**src/rtl/poly_voice_manager.sv**
```systemverilog
// Voice allocator (lowest free voice, else steal the least-recently-loaded or drop) plus a two-stage mixer.
// Load strobes 1 cycle after a request, mixed sample 2 cycles after a ready strobe; no backpressure, a request or ready may arrive every cycle.
module poly_voice_manager #(
  parameter int NUM_VOICES   = 4,
  parameter int SAMPLE_WIDTH = 16,
  parameter int NOTE_WIDTH   = 6,
  parameter int DUR_WIDTH    = 6,
  parameter int STEAL_ENABLE = 1,
  parameter int MIX_MODE     = 0
) (
  input  logic                                 clk,
  input  logic                                 reset,
  input  logic                                 load_new_note,
  input  logic [NOTE_WIDTH-1:0]                note_to_load,
  input  logic [DUR_WIDTH-1:0]                 duration_to_load,
  input  logic [NUM_VOICES-1:0]                voice_playing,
  input  logic [NUM_VOICES*SAMPLE_WIDTH-1:0]   voice_sample,
  input  logic [NUM_VOICES-1:0]                voice_sample_ready,
  output logic [NUM_VOICES-1:0]                voice_load,
  output logic [NOTE_WIDTH-1:0]                voice_note,
  output logic [DUR_WIDTH-1:0]                 voice_duration,
  output logic                                 note_stolen,
  output logic                                 note_dropped,
  output logic [$clog2(NUM_VOICES+1)-1:0]      active_voices,
  output logic [SAMPLE_WIDTH-1:0]              sample_out,
  output logic                                 new_sample_ready
);

  localparam int VW    = $clog2(NUM_VOICES);
  localparam int AW    = $clog2(NUM_VOICES + 1);
  localparam int ACC_W = SAMPLE_WIDTH + VW;
  localparam logic signed [ACC_W-1:0] SAT_HI = {{(VW + 1){1'b0}}, {(SAMPLE_WIDTH - 1){1'b1}}};
  localparam logic signed [ACC_W-1:0] SAT_LO = ~SAT_HI;

  // Reservation covers the gap between our strobe and the player raising voice_playing.
  logic [1:0]            res_cnt [NUM_VOICES];
  logic [VW-1:0]         rank    [NUM_VOICES];
  logic [NUM_VOICES-1:0] reserved;
  logic [NUM_VOICES-1:0] busy;
  logic                  has_free;
  logic [VW-1:0]         free_idx;
  logic [VW-1:0]         lru_idx;
  logic [VW-1:0]         pick_idx;
  logic                  pick_vld;
  logic [NUM_VOICES-1:0] pick_onehot;

  always_comb begin
    for (int i = 0; i < NUM_VOICES; i++) begin
      reserved[i] = (res_cnt[i] != 2'd0);
    end
  end

  assign busy = voice_playing | reserved;

  always_comb begin
    has_free    = 1'b0;
    free_idx    = '0;
    lru_idx     = '0;
    pick_onehot = '0;
    for (int i = NUM_VOICES - 1; i >= 0; i--) begin
      if (!busy[i]) begin
        has_free = 1'b1;
        free_idx = VW'(i);
      end
      if (rank[i] == VW'(NUM_VOICES - 1)) begin
        lru_idx = VW'(i);
      end
    end
    pick_idx = has_free ? free_idx : lru_idx;
    pick_vld = load_new_note && (has_free || (STEAL_ENABLE != 0));
    if (pick_vld) begin
      pick_onehot[pick_idx] = 1'b1;
    end
  end

  always_ff @(posedge clk or negedge reset) begin
    if (!reset) begin
      voice_load     <= '0;
      voice_note     <= '0;
      voice_duration <= '0;
      note_stolen    <= 1'b0;
      note_dropped   <= 1'b0;
      active_voices  <= '0;
      for (int i = 0; i < NUM_VOICES; i++) begin
        res_cnt[i] <= 2'd0;
        rank[i]    <= VW'(NUM_VOICES - 1 - i);
      end
    end else begin
      voice_load    <= pick_onehot;
      note_stolen   <= pick_vld && !has_free;
      note_dropped  <= load_new_note && !pick_vld;
      active_voices <= AW'($countones(busy));
      if (pick_vld) begin
        voice_note     <= note_to_load;
        voice_duration <= duration_to_load;
      end
      for (int i = 0; i < NUM_VOICES; i++) begin
        if (pick_onehot[i]) begin
          res_cnt[i] <= 2'd3;
        end else if (voice_playing[i]) begin
          res_cnt[i] <= 2'd0;
        end else if (res_cnt[i] != 2'd0) begin
          res_cnt[i] <= res_cnt[i] - 2'd1;
        end
        // Loaded voice becomes newest; only voices younger than it age by one.
        if (pick_vld) begin
          if (VW'(i) == pick_idx) begin
            rank[i] <= '0;
          end else if (rank[i] < rank[pick_idx]) begin
            rank[i] <= rank[i] + VW'(1);
          end
        end
      end
    end
  end

  logic signed [ACC_W-1:0]  sum_c;
  logic signed [ACC_W-1:0]  sum_q;
  logic                     mix_vld;
  logic [SAMPLE_WIDTH-1:0]  mix_c;

  always_comb begin
    sum_c = '0;
    for (int i = 0; i < NUM_VOICES; i++) begin
      sum_c = sum_c + {{VW{voice_sample[i*SAMPLE_WIDTH + SAMPLE_WIDTH - 1]}},
                       voice_sample[i*SAMPLE_WIDTH +: SAMPLE_WIDTH]};
    end
  end

  // The top SAMPLE_WIDTH bits of the accumulator are exactly the arithmetic shift by VW.
  always_comb begin
    mix_c = sum_q[VW +: SAMPLE_WIDTH];
    if (MIX_MODE != 0) begin
      if (sum_q > SAT_HI) begin
        mix_c = {1'b0, {(SAMPLE_WIDTH - 1){1'b1}}};
      end else if (sum_q < SAT_LO) begin
        mix_c = {1'b1, {(SAMPLE_WIDTH - 1){1'b0}}};
      end else begin
        mix_c = sum_q[SAMPLE_WIDTH-1:0];
      end
    end
  end

  always_ff @(posedge clk or negedge reset) begin
    if (!reset) begin
      sum_q            <= '0;
      mix_vld          <= 1'b0;
      sample_out       <= '0;
      new_sample_ready <= 1'b0;
    end else begin
      mix_vld          <= |voice_sample_ready;
      new_sample_ready <= mix_vld;
      if (|voice_sample_ready) begin
        sum_q <= sum_c;
      end
      if (mix_vld) begin
        sample_out <= mix_c;
      end
    end
  end

endmodule

```
**config.mk**
```make
export PLATFORM = sky130hd
export DESIGN_NAME = poly_voice_manager
export DESIGN_NICKNAME = d
export VERILOG_FILES = /design/src/rtl/poly_voice_manager.sv
export SDC_FILE = /design/constraint.sdc
export NUM_CORES = 1
export LEC_CHECK = 0
export CAP_MARGIN = 20
export CORE_MARGIN = 4
export CORE_UTILIZATION = 35
export DETAILED_ROUTE_END_ITERATION = 6
export HOLD_SLACK_MARGIN = 0.15
export PLACE_DENSITY = 0.64
export SETUP_SLACK_MARGIN = 0.02
export SYNTH_ARGS = -nofsm -noshare
export SYNTH_HDL_FRONTEND = slang
export SYNTH_SLANG_ARGS = --single-unit
```
**constraint.sdc**
```tcl
create_clock -name clk -period 4.1 [get_ports clk]
set_clock_uncertainty 0.2 [all_clocks]
set_input_delay 0.82 -clock clk [delete_from_list [all_inputs] [get_ports clk]]
set_output_delay 0.82 -clock clk [all_outputs]
set_load 0.005 [all_outputs]
```
==> flow_metrics.py <==
metrics = {
    "yosys": {
        "yosys-top-cells-count": "inv_1 (109), dfrtp_1 (66), fa_1 (34), a21oi_1 (32), ha_1 (29)",
        "ys_seq_area_share_pct": 35.9,
        "ys_types": 59,
        "synth_edf_count": 0,
        "avgSynthCellArea_um2": 9.91,
        "yosys-top-cells-area": "dfrtp_1 (34%), fa_1 (14%), inv_1 (8.4%)",
        "synth_cells": 493,
        "ys_ff_latch": 70,
        "synth_area_um2": 4890,
        "synth_top_area_share_pct": 33.8,
        "async_flop_share_pct": 100,
        "syn_nets": 643,
        "yosysWarnings": 0,
        "ys.flop_type": "dfrtp_1",
        "synth_most_common_cell": "inv_1",
        "synth.largest_area_cell": "dfrtp_1",
    },
    "route": {
        "drt-initial-drc-count": 193,
        "dr.pass1.iters": 4,
        "vias": 3874,
        "route.detailed.drc": 0,
        "wl_per_cell_um": 13.0,
        "viasPerCell": 4.70,
        "detail-route-antenna-nets": 0,
        "routed_wl_um": 10700,
    },
    "critical_path": {
        "crit_path_cell_trace": "clkdlybuf4s50_1 -> inv_1 -> fa_1 -> fa_1 -> inv_1 -> ha_1 -> buf_4 -> nand3_2 -> nand2_2 -> a221oi_4 -> o211ai_1 -> buf_4 -> a31oi_4 -> xor2_1 -> a21oi_1",
        "crit_type": "in2reg",
        "slowest_delay_ns": 0.49,
        "cp-start-kind": "input port",
        "cp_data_arrival_time_ns": 3.93,
        "critPathTopFamily": "adder cells",
        "critPathBufInv": 5,
        "required_ns": 4.10,
        "crit_path_end_kind": "register",
        "cp_max_fo": 2,
        "crit_slowest_cell": "fa_1",
    },
    "floorplanning": {
        "row_count": 42,
        "core_area_um2": 13500,
        "die_w_um": 126,
        "top_level_ports": 125,
        "die_area_um2": 15900,
        "fp.dieH_um": 126,
        "initial_core_util_pct": 36.3,
    },
    "timing": {
        "rsz0062_at_grt": "false",
        "finalCriticalPeriod_ns": 3.93,
        "relSlewSlack_pct": 42.1,
        "final_max_slew_viol_count": 0,
        "tightest_slew_ns": 0.869,
        "hold_viol_final": 0,
        "setup_tns_ns": 0,
        "worst_slack_ns": 0.172,
        "setup_violations": 0,
        "max_freq_mhz": 255,
        "min_period_over_period_pct": 95.8,
    },
    "hold_path": {
        "hold_path.class": "reg2reg",
    },
    "placement": {
        "dp.final_hpwl_um": 8350,
        "place_congestion": 0.821,
        "dp_slack_ns": -0.549,
        "io_buffers": 123,
    },
    "global_route": {
        "grt_usage_pct": 13.9,
        "grt_antenna_before_repair": 0,
        "grt_pass1_vias": 4081,
        "grt_pass1_wl_um": 18400,
        "grt-ovfl-total": 0,
        "grt_start_max_net_pins": 71,
    },
    "clock_network": {
        "clock_sinks": 70,
        "cts.clk_slew.worst_paths_ns": 0.05,
        "cts-buffers-inserted": 9,
        "insertion_delay_ns": 0.33,
        "clock_path_buffers": 2,
        "cts-root-buf": "clkbuf_16",
        "cts_tree": "yes",
        "cts-htree-levels": 3,
        "ctsHoldBuffers": 0,
    },
    "status": {
        "outcome": "finished, final reports clean",
    },
    "cells_and_area": {
        "final_layout_size_suffix_gt1_share_pct": 19.9,
        "areaGrowthSynthToFinish_pct": 42.5,
        "nets": 793,
        "fill_cells": 1264,
        "antenna_cells": 0,
    },
    "pwr": {
        "p_leak_nw": 3.35,
        "vdd_drop_max_v": 0.000228,
        "power_density_nw_per_um2": 605,
    },
    "run": {
        "cap_violations": 0,
    },
}
cells in the final DEF (no fill, tap or decap), types with 4 or more instances in the layout:
master           instances
a21o_1                   7
a21oi_1                 29
dlymetal6s2s_1          10
dfstp_2                  4
dfrtp_1                 66
o21ai_0                 26
ha_1                    25
nand2_1                 25
fa_2                     5
o21a_1                   4
nor2_1                  22
xnor2_1                  7
inv_1                   96
clkinv_2                 4
ha_4                     4
clkdlybuf4s50_1        112
fa_1                    29
mux2_2                  28
buf_4                   28
nand2b_1                12
xor2_1                  10
mux2i_1                  4
a21oi_2                  4
inv_2                   14
clkbuf_16                9
worst register-to-register path: stages (launching register included):
cell	delay, ns
dfrtp_1	0.37
inv_1	0.06
ha_1	0.23
nand2b_1	0.29
nand2_1	0.18
o31ai_1	0.33
mux4_2	0.23
inv_1	0.09
ha_1	0.21
nand2b_1	0.17
or2_2	0.30
o22ai_1	0.19
mux2i_1	0.23
report_power, final:
group / leakage (nW) / switching [mW] / total [mW] / internal (mW)
clock network: 0.148 / 0.273 / 0.727 / 0.454
logic: 2.38 / 1.08 / 2.32 / 1.24
registers: 0.823 / 0.172 / 1.17 / 0.998
per-layer routing:
layer  wire length, um  part of all wire, %  global-route usage, %  vias up
li1                  -                    -                      -     1885
met1              4250                   40                   16.4     1854
met2              5520                   52                   24.1      117
met3               712                  6.7                   4.53       18
met4               194                  1.8                   4.16        0
met5                 0                    0                      0        -
layout make-up:
cell class / instances / area, um^2 / area share, %
Clock buffer: 12 / 267 / 3.83
Clock inverter: 4 / 20.0 / 0.287
Inverter: 111 / 417 / 5.98
Multi-Input combinational cell: 301 / 2830 / 40.6
Sequential cell: 70 / 1760 / 25.2
Tap cell: 176 / 220 / 3.16
Timing Repair Buffer: 150 / 1460 / 20.9
registers in the layout, indices dropped and copies added, names as in the netlist, 3 cells and up:
signal,flops
sample_out,16
sum_q,16
voice_note,6
rank,8
voice_duration,6
voice_load,4
res_cnt,8
active_voices,3
final timing paths:
path                       slack [ns]       endpoint  cells after the start             start
max                              0.17      sum_q[15]                     15  voice_sample[19]
min                              0.26       sum_q[2]                      2          sum_q[2]
max reg2reg                      0.96        rank[5]                     12        res_cnt[3]
min reg2reg                      0.26       sum_q[2]                      2          sum_q[2]
max in group asynchronous        2.73  sample_out[4]                      1             reset
min in group asynchronous        0.41    note_stolen                      1             reset
through the flow:
| step | utilization (%) | total power [mW] | cells | hold WS [ns] | cell area [um^2] |
|---|---|---|---|---|---|
| floorplan | - | 2.54 | 493 | 0.152 | 4890 |
| global placement | 48.1 | 3.27 | 805 | 0.245 | 6470 |
| detailed placement | 48.1 | 3.37 | 805 | 0.250 | 6470 |
| CTS | 50.9 | 4.20 | 822 | 0.263 | 6840 |
| global route | 51.8 | 4.61 | 824 | 0.309 | 6970 |
| finish | 51.8 | 4.22 | 824 | 0.258 | 6970 |
repair_timing:
item	in CTS	in global routing
gates resized for setup	10	42
pin swaps	7	32
buffers inserted	1	2
endpoints found under the setup margin	4	6
hold endpoints to repair	0	0
logic make-up (layout without fill, tap and decap cells):
group	Yosys count	count (layout)	share of synthesized area (%)
XOR/XNOR	18	18	3.23
other	1	1	0.0767
buffers and inverters	122	277	9.60
adder cells (fa/ha/maj)	63	63	21.4
AO/OA/AOI/OAI	94	94	12.3
multiplexers	33	33	7.73
flip-flops	70	70	35.9
AND/OR/NAND/NOR	92	92	9.73
Power figures use the tool's default switching activity.
